--- src/rtl/pc_redirect_pkg.sv ---
// rtl/pc_redirect_pkg.sv - shared types and constants for the fetch-side PC redirect controller
package pc_redirect_pkg;

  typedef enum logic [1:0] {
    BOOT = 2'd0,
    RUN  = 2'd1,
    PEND = 2'd2
  } redir_state_e;

  localparam int PC_INCR = 4;

endpackage

--- src/rtl/sat_counter.sv ---
// rtl/sat_counter.sv - saturating event counter, reusable for pipeline performance counters
module sat_counter #(
  parameter int W = 16
) (
  input  logic         clk,
  input  logic         reset,
  input  logic         inc,
  output logic [W-1:0] cnt
);

  always_ff @(posedge clk or negedge reset) begin
    if (!reset) begin
      cnt <= '0;
    end else if (inc && !(&cnt)) begin
      cnt <= cnt + 1'b1;
    end
  end

endmodule

--- src/rtl/pc_redirect_ctrl.sv ---
// rtl/pc_redirect_ctrl.sv - program counter owner: advances fetch, applies EX-stage redirects,
// buffers a redirect that lands mid-fetch and squashes wrong-path IF/ID and ID/EX contents
module pc_redirect_ctrl
  import pc_redirect_pkg::*;
#(
  parameter int              PC_W     = 9,
  parameter logic [PC_W-1:0] RESET_PC = '0,
  parameter int              CNT_W    = 16
) (
  input  logic             clk,
  input  logic             reset,
  input  logic             PcSel,
  input  logic [31:0]      BrPC,
  input  logic             stall,
  input  logic             imem_ready,
  output logic [PC_W-1:0]  Cur_PC,
  output logic             fetch_valid,
  output logic             flush_ifid,
  output logic             flush_idex,
  output logic             target_err,
  output logic [CNT_W-1:0] redirect_cnt
);

  redir_state_e    state;
  logic [PC_W-1:0] pend_tgt;
  logic [PC_W-1:0] tgt;
  logic            tgt_bad;
  logic            accept;

  assign tgt     = {BrPC[PC_W-1:2], 2'b00};
  assign tgt_bad = (BrPC[1:0] != 2'b00) || ((BrPC >> PC_W) != 32'd0);

  // Redirects are only taken in RUN; in PEND the EX stage has already been squashed.
  assign accept     = (state == RUN) && PcSel;
  assign flush_idex = accept;
  assign flush_ifid = (accept && imem_ready) || ((state == PEND) && imem_ready);

  always_ff @(posedge clk or negedge reset) begin
    if (!reset) begin
      state       <= BOOT;
      Cur_PC      <= RESET_PC;
      pend_tgt    <= '0;
      fetch_valid <= 1'b0;
      target_err  <= 1'b0;
    end else begin
      case (state)
        BOOT: begin
          state       <= RUN;
          fetch_valid <= 1'b1;
        end
        RUN: begin
          if (PcSel) begin
            if (tgt_bad) begin
              target_err <= 1'b1;
            end
            // The in-flight address must stay stable until imem completes it.
            if (imem_ready) begin
              Cur_PC <= tgt;
            end else begin
              pend_tgt <= tgt;
              state    <= PEND;
            end
          end else if (imem_ready && !stall) begin
            Cur_PC <= Cur_PC + PC_W'(PC_INCR);
          end
        end
        PEND: begin
          if (imem_ready) begin
            Cur_PC <= pend_tgt;
            state  <= RUN;
          end
        end
        default: begin
          state       <= BOOT;
          fetch_valid <= 1'b0;
        end
      endcase
    end
  end

  sat_counter #(
    .W(CNT_W)
  ) u_redirect_cnt (
    .clk  (clk),
    .reset(reset),
    .inc  (accept),
    .cnt  (redirect_cnt)
  );

endmodule

--- config.mk ---
export PLATFORM = sky130hd
export DESIGN_NAME = pc_redirect_ctrl
export DESIGN_NICKNAME = d
export VERILOG_FILES = /design/src/rtl/pc_redirect_pkg.sv /design/src/rtl/sat_counter.sv /design/src/rtl/pc_redirect_ctrl.sv
export SDC_FILE = /design/constraint.sdc
export NUM_CORES = 1
export LEC_CHECK = 0
export BUFFER_PORTS_ARGS = -buffer_cell sky130_fd_sc_hd__buf_2
export CAP_MARGIN = 20
export CELL_PAD_IN_SITES_DETAIL_PLACEMENT = 0
export CELL_PAD_IN_SITES_GLOBAL_PLACEMENT = 2
export CORE_MARGIN = 1
export CORE_UTILIZATION = 27
export DETAILED_ROUTE_END_ITERATION = 8
export PLACE_DENSITY_LB_ADDON = 0.12
export SETUP_SLACK_MARGIN = 0.15
export SLEW_MARGIN = 20
export SYNTH_ARGS = -nofsm -noshare
export SYNTH_HDL_FRONTEND = slang
export SYNTH_HIERARCHICAL = 1
export SYNTH_SLANG_ARGS = --single-unit
export TNS_END_PERCENT = 1
--- constraint.sdc ---
create_clock -name clk -period 1.7 [get_ports clk]
set_clock_uncertainty 0.1 [all_clocks]
set_input_delay 0.255 -clock clk [delete_from_list [all_inputs] [get_ports clk]]
set_output_delay 0.255 -clock clk [all_outputs]
set_load 0.02 [all_outputs]
==> reports/qor.yml <==
setup_path:
  slowest_stage: "dfrtp_1"
  critPathCaptureType: "output port"
  rr_worst_depth: 7
  required_ns: 1.34
  rr_endpoint: "u_redirect_cnt/cnt[5]$_DFFE_PN0P_"
  crit_type: "reg -> out"
  crit_top_cell: "buf_6"
  slowest_delay_ns: 0.40
  crit_chain: "buf_6, ha_4, buf_6, o21a_1, buf_6"
  crit_fanout: 2
  r2r_setup_slack_ns: 0.02
  cp.depth: 5
  critical_path.top_delay_family: "flip-flops"
  cp.buffers_inverters: 3
  rr_startpoint: "state[1]$_DFFE_PN0P_"
  crit_arrival_ns: 1.38
  cp-start-kind: "flop"
yosys:
  synth_xor_xnor_area_share_pct: 5.87
  syn-instance-count: 186
  syn_area_um2: 1940
  synthSimpleGateAreaFrac_pct: 22.9
  synth_edf_count: 0
  ys_async_sr_fraction_pct: 100
  synth.avg_cell_area_um2: 10.4
  synthFlopType: "dfrtp_1"
  synth_cell_types: 43
  synth_compound_area_share_pct: 10.8
  synthMuxAreaShare_pct: 8.52
  ys_ff_latch: 34
  seq_area_frac_synth_pct: 43.9
  synth-adder-area-share_pct: 3.87
  synth_top_family_by_area: "simple AND/OR/NAND/NOR gates"
  yosys_warnings: 6
flow_run:
  cap_violations: 0
clock_network:
  cts_max_level: 2
  cts_root_buf: "clkbuf_8"
  clock-sinks: 34
  clockBufferDepth: 2
  clkTransAtPathRegs_ns: 0.07
  tritoncts: "built"
  numCtsBuffers: 5
  clk_latency_ns: 0.29
status:
  violations: "negative setup slack"
  status: "finished with violations"
timing:
  finalHoldViolations: 0
  period_share_pct: 102
  rsz0062_at_grt: "true"
  slew_violations: 0
  setup_ws_ns: -0.0302
  max_freq_ghz: 0.578
  setup_tns_ns: -0.0302
  setup_viol: 1
  post-route-min-period_ns: 1.73
power:
  pwr-share-seq_pct: 33.2
  combinationalPowerShare_pct: 48.6
  power.internal_w: 0.00249
  cellPowerDensity_nw_per_um2: 1370
  power_switching_w: 0.00157
  power_frac_clock_pct: 18.2
  power_switching_share_pct: 38.7
  p_leak_nw: 1.37
  ir_worst_vdd_uv: 413
place:
  gp_congestion: 0.737
  portBuffers: 63
  dp_hpwl_mm: 3.89
  place_area_um2: 2670
die:
  die_x_um: 86.8
  num_rows: 30
  pin_count: 66
  die_h_um: 86.8
  die_area_um2: 7530
  core-area_um2: 6870
  start_util_pct: 28.2
drt:
  vias_per_cell: 4.48
  drtIter0Drc: 78
  ant_nets: 0
  first_pass_iters: 4
  drc: 0
  vias: 1717
  avgRoutedWirePerCell_um: 13.6
  wirelength_mm: 5.21
grt:
  antenna_found_initial: 0
  grt_usage_pct: 15.1
  grt-ovfl-total: 0
  grt_start_max_net_pins: 24
  grt_pass1_wl_mm: 8.64
  grt_pass1_vias: 1726
layout:
  nFillCells: 711
  layout_commonest_cell: "buf_2"
  area_growth_pct: 52.9
  final_cell_area_um2: 2970
  layout.nets: 329
  drive_gt1_share_pct: 55.7
  final_cell_mix: "62 x buf_2, 27 x buf_4, 24 x dfrtp_1"
  diodes: 0
hold_path:
  hp-class: "in -> reg"
  holdPathEnd: "pend_tgt[7]$_DFFE_PN0P_"
  hold_depth: 2
  hold_start: "BrPC[7]"
[logic make-up (layout without fill, tap and decap cells)]
family	after synthesis	after routing
compound gates	31	31
xor+xnor	13	13
fa+ha+maj	6	6
buf+inv	14	114
flops	34	34
mux	15	15
other cells	1	2
simple gates	72	72
[state kept, by name, summed over array words and instances (netlist names)]
| name | flops |
|---|---|
| Cur_PC | 7 |
| fetch_valid | 1 |
| pend_tgt | 7 |
| state | 2 |
| target_err | 1 |
| u_redirect_cnt/cnt | 16 |
[metal layers]
metal | GRT usage (%) | up-vias | share of wire, %
li1 | - | 875 | -
met1 | 18.7 | 814 | 46
met2 | 26.3 | 26 | 50
met3 | 4.19 | 2 | 2.9
met4 | 3.18 | 0 | 0.44
met5 | 0 | - | 0
[synth_stat cells, types with 2 or more instances]
master / count / area share, %
mux2_2: 12 / 7.0
o21ai_0: 9 / 2.3
o21a_1: 4 / 1.5
a21oi_1: 3 / 0.77
nand3_1: 10 / 2.6
nor2_1: 11 / 2.1
buf_4: 2 / 0.77
nor4_1: 5 / 1.6
nor3_1: 7 / 1.8
o211ai_1: 4 / 1.5
xor2_1: 8 / 3.6
dfrtp_1: 34 / 44
inv_1: 7 / 1.4
nor4_2: 2 / 1.3
nand2_1: 13 / 2.5
nand2b_1: 7 / 2.3
ha_1: 6 / 3.9
and4_1: 2 / 0.90
nand4_2: 2 / 1.3
xnor2_1: 5 / 2.3
nand4_1: 4 / 1.3
buf_6: 2 / 1.2
a31oi_1: 4 / 1.3
mux2i_1: 3 / 1.5
buf_2: 2 / 0.52
[through the flow]
stage / hold WS [ns] / total power (W) / std cells / setup slack (ns) / utilization [%]
final: 0.116 / 0.00406 / 383 / -0.0302 / 43.2
after global routing: 0.108 / 0.00437 / 383 / -0.0803 / 43.2
after detailed placement: 0.0725 / 0.00312 / 371 / -0.0124 / 38.9
after floorplan: -0.141 / 0.00243 / 187 / -0.0507 / -
after CTS: 0.104 / 0.00408 / 383 / -0.0306 / 42.7
after global placement: 0.0776 / 0.00312 / 371 / 0.0400 / 38.9
[power by group through the flow]
stage                     Sequential (W)  Combinational [W]  Clock, W
after global placement           0.00135            0.00177         0
final                            0.00135            0.00198  0.000739
after detailed placement         0.00135            0.00177         0
after floorplan                  0.00157           0.000864         0
after CTS                        0.00135            0.00196  0.000770
after global routing             0.00139            0.00217  0.000807
[final cells by class]
cell class	instances	area [um2]	area share, %
Clock buffer	7	76.3	2.57
Sequential cell	34	863	29.1
Inverter	7	30.0	1.01
Clock inverter	1	30.0	1.01
Multi-Input combinational cell	139	1210	40.9
Tap cell	96	120	4.05
Timing Repair Buffer	99	633	21.4
[worst max path at each step]
stage / end / startpoint / slack (ns)
finish: flush_ifid / state[1]$_DFFE_PN0P_ / -0.03
global route: flush_ifid / state[1]$_DFFE_PN0P_ / -0.08
CTS: flush_ifid / state[0]$_DFFE_PN0P_ / -0.03
detailed placement: u_redirect_cnt/cnt[5]$_DFFE_PN0P_ / state[1]$_DFFE_PN0P_ / -0.01
global placement: u_redirect_cnt/cnt[11]$_DFFE_PN0P_ / state[1]$_DFFE_PN0P_ / 0.04
floorplan: u_redirect_cnt/cnt[1]$_DFFE_PN0P_ / u_redirect_cnt/cnt[1]$_DFFE_PN0P_ / -0.05
[worst register-to-register path, stage by stage (launching register included)]
cell     delay, ns
dfrtp_1       0.40
inv_2         0.09
ha_4          0.13
and2_4        0.17
and3_4        0.20
nand3_4       0.13
nor3b_2       0.22
xor2_1        0.15
[repair_timing]
action | CTS | global route
hold endpoints to repair | 11 | 0
setup buffers | 3 | 0
setup endpoints to repair | 26 | 31
gates resized for setup | 27 | 9
pin swaps | 13 | 5
hold buffers | 1 | 0
(Power assumes the default switching activity.)
